==> config.mk <==
export PLATFORM = sky130hd
export DESIGN_NAME = tag_compare_nway_flat
export DESIGN_NICKNAME = d
export VERILOG_FILES = /design/src/rtl/tag_compare_nway_pkg.sv /design/src/rtl/tag_compare_nway_if.sv /design/src/rtl/tag_compare_nway_victim_select.sv /design/src/rtl/tag_compare_nway.sv /design/src/flat_wrapper.sv
export SDC_FILE = /design/constraint.sdc
export NUM_CORES = 1
export LEC_CHECK = 0
export BUFFER_PORTS_ARGS = -buffer_cell sky130_fd_sc_hd__buf_2
export CORE_AREA = 5 5 460 462
export DETAILED_ROUTE_END_ITERATION = 12
export DIE_AREA = 0 0 465 467
export MAX_ROUTING_LAYER = met4
export PLACE_DENSITY = 0.42
export SYNTH_ARGS = -nofsm -noshare
export SYNTH_HDL_FRONTEND = slang
export SYNTH_SLANG_ARGS = --single-unit
==> constraint.sdc <==
create_clock -name clk -period 7.5 [get_ports clk]
set_clock_uncertainty 0.1 [all_clocks]
set_input_delay 1.5 -clock clk [delete_from_list [all_inputs] [get_ports clk]]
set_output_delay 1.5 -clock clk [all_outputs]
set_load 0.02 [all_outputs]
==> src/rtl/tag_compare_nway_pkg.sv <==
// Shared types and width/field helpers for the N-way tag comparator.
// Beat layout, MSB first: {dirty, valid, tag[TAG_W], data[LINE_W]}.
package tag_compare_pkg;

  typedef enum logic [1:0] {
    S_IDLE,
    S_COLLECT,
    S_RESP
  } state_e;

  function automatic int calc_tag_w(input int addr_w, input int index_w, input int offset_w);
    return addr_w - index_w - offset_w;
  endfunction

  function automatic int calc_way_w(input int ways);
    return (ways > 1) ? $clog2(ways) : 1;
  endfunction

  function automatic int calc_beat_w(input int line_w, input int tag_w);
    return line_w + tag_w + 2;
  endfunction

  function automatic int beat_tag_lsb(input int line_w);
    return line_w;
  endfunction

  function automatic int beat_valid_bit(input int line_w, input int tag_w);
    return line_w + tag_w;
  endfunction

  function automatic int beat_dirty_bit(input int line_w, input int tag_w);
    return line_w + tag_w + 1;
  endfunction

endpackage

==> src/rtl/tag_compare_nway_if.sv <==
// Request, R-channel and result bundle of the tag comparator.
// slave = comparator side, master = request/memory/consumer side.
interface tag_compare_nway_if
  import tag_compare_pkg::*;
#(
  parameter int ADDR_W   = 64,
  parameter int OFFSET_W = 6,
  parameter int INDEX_W  = 20,
  parameter int WAYS     = 4,
  parameter int LINE_W   = 512,
  parameter int ID_W     = 4
);
  localparam int TAG_W  = calc_tag_w(ADDR_W, INDEX_W, OFFSET_W);
  localparam int WAY_W  = calc_way_w(WAYS);
  localparam int BEAT_W = calc_beat_w(LINE_W, TAG_W);

  logic              req_valid_i;
  logic              req_ready_o;
  logic              req_write_i;
  logic [ADDR_W-1:0] req_addr_i;
  logic [ID_W-1:0]   req_id_i;

  logic [ID_W-1:0]   rid_i;
  logic [BEAT_W-1:0] rdata_i;
  logic              rlast_i;
  logic              rvalid_i;
  logic              rready_o;

  logic              res_valid_o;
  logic              res_ready_i;
  logic [ID_W-1:0]   res_id_o;
  logic              res_write_o;
  logic              res_hit_o;
  logic [WAY_W-1:0]  res_way_o;
  logic [LINE_W-1:0] res_data_o;
  logic              res_victim_dirty_o;
  logic [TAG_W-1:0]  res_victim_tag_o;
  logic              res_error_o;

  modport slave (
    input  req_valid_i, req_write_i, req_addr_i, req_id_i,
    input  rid_i, rdata_i, rlast_i, rvalid_i,
    input  res_ready_i,
    output req_ready_o, rready_o,
    output res_valid_o, res_id_o, res_write_o, res_hit_o, res_way_o,
    output res_data_o, res_victim_dirty_o, res_victim_tag_o, res_error_o
  );

  modport master (
    output req_valid_i, req_write_i, req_addr_i, req_id_i,
    output rid_i, rdata_i, rlast_i, rvalid_i,
    output res_ready_i,
    input  req_ready_o, rready_o,
    input  res_valid_o, res_id_o, res_write_o, res_hit_o, res_way_o,
    input  res_data_o, res_victim_dirty_o, res_victim_tag_o, res_error_o
  );

endinterface

==> src/rtl/tag_compare_nway_victim_select.sv <==
// Victim choice: first invalid way, else the round-robin way; combinational.
// Holds the round-robin pointer, advanced by the parent on all-valid miss handshakes.
module victim_select
  import tag_compare_pkg::*;
#(
  parameter int WAYS  = 4,
  parameter int TAG_W = 38,
  parameter int WAY_W = calc_way_w(WAYS)
) (
  input  logic             clk,
  input  logic             rst_n,
  input  logic [WAYS-1:0]  i_meta_vld,
  input  logic [WAYS-1:0]  i_meta_dty,
  input  logic [TAG_W-1:0] i_meta_tag [WAYS],
  input  logic             i_rr_adv,
  output logic [WAY_W-1:0] o_way,
  output logic             o_dirty,
  output logic [TAG_W-1:0] o_tag,
  output logic             o_all_vld
);

  localparam logic [WAY_W-1:0] LAST_WAY = WAY_W'(WAYS - 1);

  logic [WAY_W-1:0] r_rr;
  logic [WAY_W-1:0] w_first_inv;
  logic             w_found_inv;
  logic [WAY_W-1:0] w_way;

  always_comb begin
    w_found_inv = 1'b0;
    w_first_inv = '0;
    for (int i = 0; i < WAYS; i++) begin
      if (!i_meta_vld[i] && !w_found_inv) begin
        w_found_inv = 1'b1;
        w_first_inv = WAY_W'(i);
      end
    end
  end

  assign w_way     = w_found_inv ? w_first_inv : r_rr;
  assign o_way     = w_way;
  assign o_all_vld = &i_meta_vld;
  // An invalid victim carries no writeback and reports a zero tag.
  assign o_dirty   = i_meta_vld[w_way] && i_meta_dty[w_way];
  assign o_tag     = i_meta_vld[w_way] ? i_meta_tag[w_way] : '0;

  always_ff @(posedge clk) begin
    if (!rst_n) begin
      r_rr <= '0;
    end else if (i_rr_adv) begin
      r_rr <= (r_rr == LAST_WAY) ? '0 : r_rr + WAY_W'(1);
    end
  end

endmodule

==> src/rtl/tag_compare_nway.sv <==
// N-way tag compare on the DRAM cache read path: one request plus WAYS R beats -> one result.
// Result valid the cycle after the last beat; held stable, and no new request/beat taken, until res_ready_i.
module tag_compare_nway
  import tag_compare_pkg::*;
#(
  parameter int ADDR_W   = 64,
  parameter int OFFSET_W = 6,
  parameter int INDEX_W  = 20,
  parameter int WAYS     = 4,
  parameter int LINE_W   = 512,
  parameter int ID_W     = 4
) (
  input logic              clk,
  input logic              rst_n,
  tag_compare_nway_if.slave bus
);

  localparam int TAG_W   = calc_tag_w(ADDR_W, INDEX_W, OFFSET_W);
  localparam int WAY_W   = calc_way_w(WAYS);
  localparam int TAG_LSB = beat_tag_lsb(LINE_W);
  localparam int VLD_BIT = beat_valid_bit(LINE_W, TAG_W);
  localparam int DTY_BIT = beat_dirty_bit(LINE_W, TAG_W);
  localparam logic [WAY_W-1:0] LAST_WAY = WAY_W'(WAYS - 1);

  state_e           r_state;
  logic             r_req_rdy;
  logic             r_rready;
  logic             r_res_vld;
  logic             r_res_write;
  logic             r_res_hit;
  logic             r_res_vdirty;
  logic             r_res_err;
  logic [ID_W-1:0]  r_res_id;
  logic [TAG_W-1:0] r_tag;
  logic [TAG_W-1:0] r_res_vtag;
  logic [WAY_W-1:0] r_cnt;
  logic [WAY_W-1:0] r_res_way;
  logic [LINE_W-1:0] r_res_data;
  logic [WAYS-1:0]  r_meta_vld;
  logic [WAYS-1:0]  r_meta_dty;
  logic [TAG_W-1:0] r_meta_tag [WAYS];
  logic             r_all_vld;

  logic             w_beat_acc;
  logic             w_beat_vld;
  logic             w_beat_dty;
  logic [TAG_W-1:0] w_beat_tag;
  logic [LINE_W-1:0] w_beat_data;
  logic             w_match;
  logic             w_last_way;
  logic             w_exit;
  logic             w_beat_err;
  logic             w_hit_next;
  logic             w_rr_adv;
  logic [WAYS-1:0]  w_meta_vld;
  logic [WAYS-1:0]  w_meta_dty;
  logic [TAG_W-1:0] w_meta_tag [WAYS];
  logic [WAY_W-1:0] w_vic_way;
  logic             w_vic_dty;
  logic [TAG_W-1:0] w_vic_tag;
  logic             w_all_vld;
  logic             w_unused_addr;

  assign w_unused_addr = ^bus.req_addr_i[ADDR_W-TAG_W-1:0];

  assign w_beat_acc  = (r_state == S_COLLECT) && bus.rvalid_i;
  assign w_beat_vld  = bus.rdata_i[VLD_BIT];
  assign w_beat_dty  = bus.rdata_i[DTY_BIT];
  assign w_beat_tag  = bus.rdata_i[TAG_LSB +: TAG_W];
  assign w_beat_data = bus.rdata_i[LINE_W-1:0];
  assign w_match     = w_beat_vld && (w_beat_tag == r_tag);
  assign w_last_way  = (r_cnt == LAST_WAY);
  assign w_exit      = w_beat_acc && (w_last_way || bus.rlast_i);
  assign w_hit_next  = r_res_hit || w_match;
  // rlast must coincide exactly with the last way; either mismatch is a protocol error.
  assign w_beat_err  = (bus.rid_i != r_res_id) || (w_match && r_res_hit) ||
                       (bus.rlast_i != w_last_way);
  assign w_rr_adv    = r_res_vld && bus.res_ready_i && !r_res_hit && r_all_vld;

  // Metadata including the beat in flight, so the victim is known on the exit edge.
  always_comb begin
    w_meta_vld = r_meta_vld;
    w_meta_dty = r_meta_dty;
    w_meta_tag = r_meta_tag;
    if (w_beat_acc) begin
      w_meta_vld[r_cnt] = w_beat_vld;
      w_meta_dty[r_cnt] = w_beat_dty;
      w_meta_tag[r_cnt] = w_beat_tag;
    end
  end

  victim_select #(
    .WAYS  (WAYS),
    .TAG_W (TAG_W),
    .WAY_W (WAY_W)
  ) u_vsel (
    .clk        (clk),
    .rst_n      (rst_n),
    .i_meta_vld (w_meta_vld),
    .i_meta_dty (w_meta_dty),
    .i_meta_tag (w_meta_tag),
    .i_rr_adv   (w_rr_adv),
    .o_way      (w_vic_way),
    .o_dirty    (w_vic_dty),
    .o_tag      (w_vic_tag),
    .o_all_vld  (w_all_vld)
  );

  always_ff @(posedge clk) begin
    if (!rst_n) begin
      r_state      <= S_IDLE;
      r_req_rdy    <= 1'b1;
      r_rready     <= 1'b0;
      r_res_vld    <= 1'b0;
      r_res_write  <= 1'b0;
      r_res_hit    <= 1'b0;
      r_res_vdirty <= 1'b0;
      r_res_err    <= 1'b0;
      r_res_id     <= '0;
      r_tag        <= '0;
      r_res_vtag   <= '0;
      r_cnt        <= '0;
      r_res_way    <= '0;
      r_res_data   <= '0;
      r_meta_vld   <= '0;
      r_meta_dty   <= '0;
      r_all_vld    <= 1'b0;
      for (int i = 0; i < WAYS; i++) r_meta_tag[i] <= '0;
    end else begin
      case (r_state)
        S_IDLE: begin
          if (bus.req_valid_i) begin
            r_state      <= S_COLLECT;
            r_req_rdy    <= 1'b0;
            r_rready     <= 1'b1;
            r_res_write  <= bus.req_write_i;
            r_tag        <= bus.req_addr_i[ADDR_W-1 -: TAG_W];
            r_res_id     <= bus.req_id_i;
            r_cnt        <= '0;
            r_res_hit    <= 1'b0;
            r_res_err    <= 1'b0;
            r_res_way    <= '0;
            r_res_data   <= '0;
            r_res_vdirty <= 1'b0;
            r_res_vtag   <= '0;
            r_meta_vld   <= '0;
          end
        end
        S_COLLECT: begin
          if (w_beat_acc) begin
            r_cnt      <= r_cnt + WAY_W'(1);
            r_meta_vld <= w_meta_vld;
            r_meta_dty <= w_meta_dty;
            r_meta_tag <= w_meta_tag;
            if (w_beat_err) r_res_err <= 1'b1;
            if (w_match && !r_res_hit) begin
              r_res_hit  <= 1'b1;
              r_res_way  <= r_cnt;
              r_res_data <= w_beat_data;
            end
            if (w_exit) begin
              r_state   <= S_RESP;
              r_rready  <= 1'b0;
              r_res_vld <= 1'b1;
              r_all_vld <= w_all_vld;
              if (!w_hit_next) begin
                r_res_way    <= w_vic_way;
                r_res_vdirty <= w_vic_dty;
                r_res_vtag   <= w_vic_tag;
              end
            end
          end
        end
        S_RESP: begin
          if (bus.res_ready_i) begin
            r_state   <= S_IDLE;
            r_res_vld <= 1'b0;
            r_req_rdy <= 1'b1;
          end
        end
        default: r_state <= S_IDLE;
      endcase
    end
  end

  assign bus.req_ready_o        = r_req_rdy;
  assign bus.rready_o           = r_rready;
  assign bus.res_valid_o        = r_res_vld;
  assign bus.res_id_o           = r_res_id;
  assign bus.res_write_o        = r_res_write;
  assign bus.res_hit_o          = r_res_hit;
  assign bus.res_way_o          = r_res_way;
  assign bus.res_data_o         = r_res_data;
  assign bus.res_victim_dirty_o = r_res_vdirty;
  assign bus.res_victim_tag_o   = r_res_vtag;
  assign bus.res_error_o        = r_res_err;

endmodule

==> src/flat_wrapper.sv <==
// flat-port wrapper written by rule: the top's interface ports become plain ports
module tag_compare_nway_flat import tag_compare_pkg::*;
#(
  parameter int ADDR_W   = 64,
  parameter int OFFSET_W = 6,
  parameter int INDEX_W  = 20,
  parameter int WAYS     = 4,
  parameter int LINE_W   = 512,
  parameter int ID_W     = 4
)
  (clk, rst_n, bus_req_valid_i, bus_req_write_i, bus_req_addr_i, bus_req_id_i, bus_rid_i, bus_rdata_i, bus_rlast_i, bus_rvalid_i, bus_res_ready_i, bus_req_ready_o, bus_rready_o, bus_res_valid_o, bus_res_id_o, bus_res_write_o, bus_res_hit_o, bus_res_way_o, bus_res_data_o, bus_res_victim_dirty_o, bus_res_victim_tag_o, bus_res_error_o);
  tag_compare_nway_if #(.ADDR_W(ADDR_W), .OFFSET_W(OFFSET_W), .INDEX_W(INDEX_W), .WAYS(WAYS), .LINE_W(LINE_W), .ID_W(ID_W)) bus_i ();
  input logic clk;
  input logic rst_n;
  input wire logic [$bits(bus_i.req_valid_i)-1:0] bus_req_valid_i;
  input wire logic [$bits(bus_i.req_write_i)-1:0] bus_req_write_i;
  input wire logic [$bits(bus_i.req_addr_i)-1:0] bus_req_addr_i;
  input wire logic [$bits(bus_i.req_id_i)-1:0] bus_req_id_i;
  input wire logic [$bits(bus_i.rid_i)-1:0] bus_rid_i;
  input wire logic [$bits(bus_i.rdata_i)-1:0] bus_rdata_i;
  input wire logic [$bits(bus_i.rlast_i)-1:0] bus_rlast_i;
  input wire logic [$bits(bus_i.rvalid_i)-1:0] bus_rvalid_i;
  input wire logic [$bits(bus_i.res_ready_i)-1:0] bus_res_ready_i;
  output wire logic [$bits(bus_i.req_ready_o)-1:0] bus_req_ready_o;
  output wire logic [$bits(bus_i.rready_o)-1:0] bus_rready_o;
  output wire logic [$bits(bus_i.res_valid_o)-1:0] bus_res_valid_o;
  output wire logic [$bits(bus_i.res_id_o)-1:0] bus_res_id_o;
  output wire logic [$bits(bus_i.res_write_o)-1:0] bus_res_write_o;
  output wire logic [$bits(bus_i.res_hit_o)-1:0] bus_res_hit_o;
  output wire logic [$bits(bus_i.res_way_o)-1:0] bus_res_way_o;
  output wire logic [$bits(bus_i.res_data_o)-1:0] bus_res_data_o;
  output wire logic [$bits(bus_i.res_victim_dirty_o)-1:0] bus_res_victim_dirty_o;
  output wire logic [$bits(bus_i.res_victim_tag_o)-1:0] bus_res_victim_tag_o;
  output wire logic [$bits(bus_i.res_error_o)-1:0] bus_res_error_o;
  assign bus_i.req_valid_i = bus_req_valid_i;
  assign bus_i.req_write_i = bus_req_write_i;
  assign bus_i.req_addr_i = bus_req_addr_i;
  assign bus_i.req_id_i = bus_req_id_i;
  assign bus_i.rid_i = bus_rid_i;
  assign bus_i.rdata_i = bus_rdata_i;
  assign bus_i.rlast_i = bus_rlast_i;
  assign bus_i.rvalid_i = bus_rvalid_i;
  assign bus_i.res_ready_i = bus_res_ready_i;
  assign bus_req_ready_o = bus_i.req_ready_o;
  assign bus_rready_o = bus_i.rready_o;
  assign bus_res_valid_o = bus_i.res_valid_o;
  assign bus_res_id_o = bus_i.res_id_o;
  assign bus_res_write_o = bus_i.res_write_o;
  assign bus_res_hit_o = bus_i.res_hit_o;
  assign bus_res_way_o = bus_i.res_way_o;
  assign bus_res_data_o = bus_i.res_data_o;
  assign bus_res_victim_dirty_o = bus_i.res_victim_dirty_o;
  assign bus_res_victim_tag_o = bus_i.res_victim_tag_o;
  assign bus_res_error_o = bus_i.res_error_o;
  tag_compare_nway #(.ADDR_W(ADDR_W), .OFFSET_W(OFFSET_W), .INDEX_W(INDEX_W), .WAYS(WAYS), .LINE_W(LINE_W), .ID_W(ID_W)) u_core (.clk(clk), .rst_n(rst_n), .bus(bus_i));
endmodule
==> results <==
- The flow ran to the end, and the final reports show no timing, DRC or antenna violations.
- By startpoint and endpoint, the worst setup path is classified as in -> reg.
- Together, buffers and inverters on the worst path number 3.
- The number of antenna violations at the first check in global routing is a little over 200.
- The design draws 9.99 mW.
- The mux cell area share after synthesis is less than 1%.
- The area of the core region is about 210,000 µm².
- Timing would allow up to 0.193 GHz.
- The routed length on met1 is approximately 79,000 µm.
- The die width is 465 µm.
- The detailed-router iteration count before antenna repair is 5.
- The detail route stage leaves a number of antenna-violating nets equal to 0.
- The netlist area before placement is between 20,000 and 30,000 µm².
- The share of the synthesized area in the top cell type is between 50% and 60%.
- Dividing the detail-routed wire length by the instance count gives a little over 30 µm.
- The cell type with the highest aggregate area in the netlist is sky130_fd_sc_hd__dfxtp_1.
- The dominant combinational cell family by area after synthesis is compound AO/OA/AOI/OAI gates.
- By count the netlist is led by sky130_fd_sc_hd__dfxtp_1, sky130_fd_sc_hd__a22o_1, sky130_fd_sc_hd__nand2_1.
- The boundary pin count is between 1,000 and 1,500.
- The detailed router placed approximately 26,000 vias in this run.
- The number of hold violations in the final report came to 0.
- The post-route worst hold slack is 0.350 ns.
- The area of the die is 217,000 µm².
- For this configuration, the core starts out at a cell density of between 10% and 20%.
- The most numerous cell type found on the critical path is sky130_fd_sc_hd__buf_12.
- The CTS clock-pin slew for the worst setup and hold paths is 0.06 ns.
- The worst path needs 5.19 ns of the cycle, external delays included.
- The class of the tightest hold or removal check is reg -> reg.
- Counting along the longest clock path gives a buffer depth of 3.
- Grouping stages by cell kind, the critical path spends the most delay in simple AND/OR/NAND/NOR gates.
- The wire length of the first global-routing pass is between 200,000 and 300,000 µm.
- The number of cells upsized or downsized after cts is 0.
- The highest layer touched by signal routing is met4.
- Detailed placement finished with a half-perimeter wire length of roughly 160,000 µm.
- The period utilization is 69.2%.
- The mean instance size in the synthesized netlist is about 10 µm².
- The largest net degree at the start of global routing is ~140.
- The count of maximum capacitance violations is 0.
- Row generation in the floorplan step produced between 150 and 200 rows.
- The final layout contains routed wiring with a total length of between 200,000 and 250,000 µm.
- The final number of setup-violating endpoints is 0.
- The clock latency of the later-clocked register in the worst-skew pair is 0.73 ns.
- The flip-flop cell with the highest count after synthesis is sky130_fd_sc_hd__dfxtp_1.
- Synthesis produced approximately 2,600 cells.
- The wire length on met2 is about 100,000 µm.
- The number of hold buffers added after CTS was 0.
- After synthesis, the cell types taking the most area are sky130_fd_sc_hd__dfxtp_1, sky130_fd_sc_hd__a22o_1, sky130_fd_sc_hd__nand2_1, sky130_fd_sc_hd__a21boi_0, sky130_fd_sc_hd__clkbuf_1.
- Data arrives at the worst endpoint at about 5.7 ns.
- At the worst endpoint, the required time is roughly 8 ns.
- Fill cells in the final layout number between 20,000 and 25,000.
- The routed length on met3 is roughly 15,000 µm.
- Clock tree synthesis found a total of ~770 sinks.
- The number of standard cells in the final layout excluding fillers is between 6,000 and 7,000.
- The xor/xnor share of the synthesized area is between 1 and 1.5%.
- At the pin with the least slew margin, the transition time is between 1 and 1.5 ns.
- The die outline height is between 400 and 500 µm.
- In the post-synthesis netlist, the cell with the most instances is sky130_fd_sc_hd__dfxtp_1.
- Summing the areas of all compound-gate instances in the mapped netlist gives between 20% and 30% of the synthesized area.
- The endpoint class of the critical path is a flop.
- The critical-path maximum fanout is 142.
- The clock tree from TritonCTS is yes.
- The total overflow left after global routing is 0.
- The count of flip-flops with a built-in enable after synthesis is 0.
- After Yosys synthesis, full adders, half adders and majority gates account for less than 1% of the synthesized area.
- The number of cells on the worst hold path is 2.
- Setup repair after global routing left no endpoint under its margin.
- The total cell area at the placement stage is about 36,000 µm².
- The signal on the critical path passes through buf_2 > xnor2_1 > nand4_1 > nor4_2 > nand3_1 > o21ai_0 > a21boi_4 > buf_12 > buf_12 > a22o_1.
- Across the VDD grid, the largest voltage drop is approximately 0.16 mV.
- Counting every net in the synthesized netlist gives 3,203.
- The peak per-stage delay on the critical path is 0.81 ns.
- After detailed routing, the number of vias per cell comes to about 3.9.
- Buffers inserted during clock tree synthesis total between 100 and 150.
- The category of the worst setup path launch point is an input pin.
- Counting cells, the worst reg-to-reg path comes to 9.
- Input and output buffers added on the ports amount to approximately 1,200.
- The clock tree root driver cell is sky130_fd_sc_hd__clkbuf_16.
- The via count of the first global-routing pass is between 20,000 and 25,000.
- The highest-delay cell along the critical path is sky130_fd_sc_hd__nor4_2.
- The synthesized-area fraction occupied by and/or/nand/nor cells is slightly above 9%.
- The final cell area excluding filler cells is between 30,000 and 40,000 µm².
- The synthesized design contains between 700 and 800 register bits.
- The area added between synthesis and finish is 47.4%.
- The worst max-slew margin expressed relative to the limit is between 20% and 30%.
- The Yosys step of the flow raised 0 warnings.
- CTS built an H-tree with a depth of 3.
- After synthesis, the netlist uses 48 different library cells.
- Global routing consumed, over all layers together, 18.1% of the routing resources.
- Routability-driven placement finished with a final weighted congestion of between 0.9 and 1.
- After detailed routing, the number of remaining DRC violations is 0.
- Dividing total power by cell area gives a power density of ~250 nW/µm².
- The leakage power figure is between 15 and 20 nW.
- The first-iteration detailed-routing DRC count is 1,605.
- The final total negative setup slack is 0 ns.
- The critical path crosses 10 cells after its start point.
- The number of placed instances, taps included, is between 6,000 and 7,000.
- The count of buffers added by post-CTS timing repair for setup is 0.
- The sequential area share after synthesis is between 50 and 60%.
- The fraction of synthesis flops using an asynchronous set or reset pin is 0%.
- Of the cells placed in the final design, the portion with a size suffix greater than 1 is 37.3%.
- The final max-slew violation count came to 0.
- The final net count is between 4,000 and 5,000.
-- kinds of logic (layout without fill, tap and decap cells) --
kind of cell,after synthesis,in the layout
compound gates,912,912
xor+xnor,42,42
mux,7,7
buf+inv,238,1398
fa+ha+maj,6,6
flops,768,768
simple gates,593,593
other cells,0,140
-- through the flow --
| stage | setup slack [ns] | util [%] |
|---|---|---|
| 2_1_floorplan | 3.85 | - |
| 3_3_place_gp | 1.62 | 17.2 |
| 3_5_place_dp | 1.63 | 17.2 |
| 4_1_cts | 2.44 | 18.9 |
| 5_1_grt | 2.28 | 19.1 |
| 6_report | 2.31 | 19.1 |
-- report_power, final --
group	leakage, nW	internal, mW	switching [mW]
combinational	8.90	0.214	0.404
sequential	6.19	4.11	0.0172
clock	1.74	3.12	2.13
total	16.8	7.44	2.55
-- cell usage in the layout, fill, tap and decap left out, drive strengths merged, types with 2 or more instances in the layout --
cell type and instances:
clkbuf 143, a22oi 42, nor4 3, a21oi 9
xnor2 41, and4b 2, nand3 44, inv 8
nand2 453, ha 6, nor2 54, mux2i 6
and3b 2, nand4 10, o21ai 54, clkinv 24
or2 3, a211oi 2, nor3 2, a311o 39
clkinvlp 6, nand4b 6, buf 1206, bufinv 11
dfxtp 768, a21boi 204, o211ai 40, a22o 512
diode 140, nor2b 10
-- final timing paths --
check                                                     start                         endpoint  slack [ns]
worst min-delay path            u_core.bus.res_victim_tag_o[27]  u_core.bus.res_victim_tag_o[27]        0.35
worst max-delay path                           bus_rdata_i[528]       u_core.bus.res_data_o[337]        2.31
worst max register to register                 u_core.r_tag[16]       u_core.bus.res_data_o[337]        2.91
worst min register to register  u_core.bus.res_victim_tag_o[27]  u_core.bus.res_victim_tag_o[27]        0.35
-- metal layers --
| metal | track usage [%] | vias to the layer above |
|---|---|---|
| li1 | - | 11747 |
| met1 | 20.5 | 12203 |
| met2 | 31.0 | 1245 |
| met3 | 5.12 | 381 |
| met4 | 5.75 | 0 |
| met5 | - | - |
-- flip-flops by register name (all words and copies together) (netlist names) --
name	flops
u_core.bus.res_hit_o	1
u_core.bus.res_id_o	4
u_core.bus.res_way_o	2
u_core.bus.res_data_o	512
u_core.r_meta_tag	152
u_core.u_vsel.r_rr	2
u_core.r_all_vld	1
u_core.r_meta_vld	4
u_core.bus.res_victim_tag_o	38
u_core.r_tag	38
u_core.bus.res_valid_o	1
u_core.bus.res_victim_dirty_o	1
u_core.bus.rready_o	1
u_core.bus.res_write_o	1
u_core.bus.req_ready_o	1
u_core.r_cnt	2
u_core.bus.res_error_o	1
u_core.r_state	2
u_core.r_meta_dty	4
-- cell type report --
class	count	area, µm²	area share (%)
Sequential cell	768	15400	39.0
Multi-Input combinational cell	1560	10500	26.5
Timing Repair Buffer	1206	6260	15.9
Tap cell	2704	3380	8.58
Clock buffer	143	2940	7.45
Clock inverter	43	641	1.62
Antenna cell	140	350	0.888
Inverter	6	22.5	0.0571
-- worst reg2reg max path, cell delays in order (launching register included) --
cell and delay [ns]:
sky130_fd_sc_hd__dfxtp_1 0.32, sky130_fd_sc_hd__xnor2_1 0.51, sky130_fd_sc_hd__nand4_1 0.37, sky130_fd_sc_hd__nor4_2 0.81, sky130_fd_sc_hd__nand3_1 0.52, sky130_fd_sc_hd__o21ai_0 0.45
sky130_fd_sc_hd__a21boi_4 0.26, sky130_fd_sc_hd__buf_12 0.28, sky130_fd_sc_hd__buf_12 0.23, sky130_fd_sc_hd__a22o_1 0.65
No activity file was read; power rests on OpenSTA's default activity.
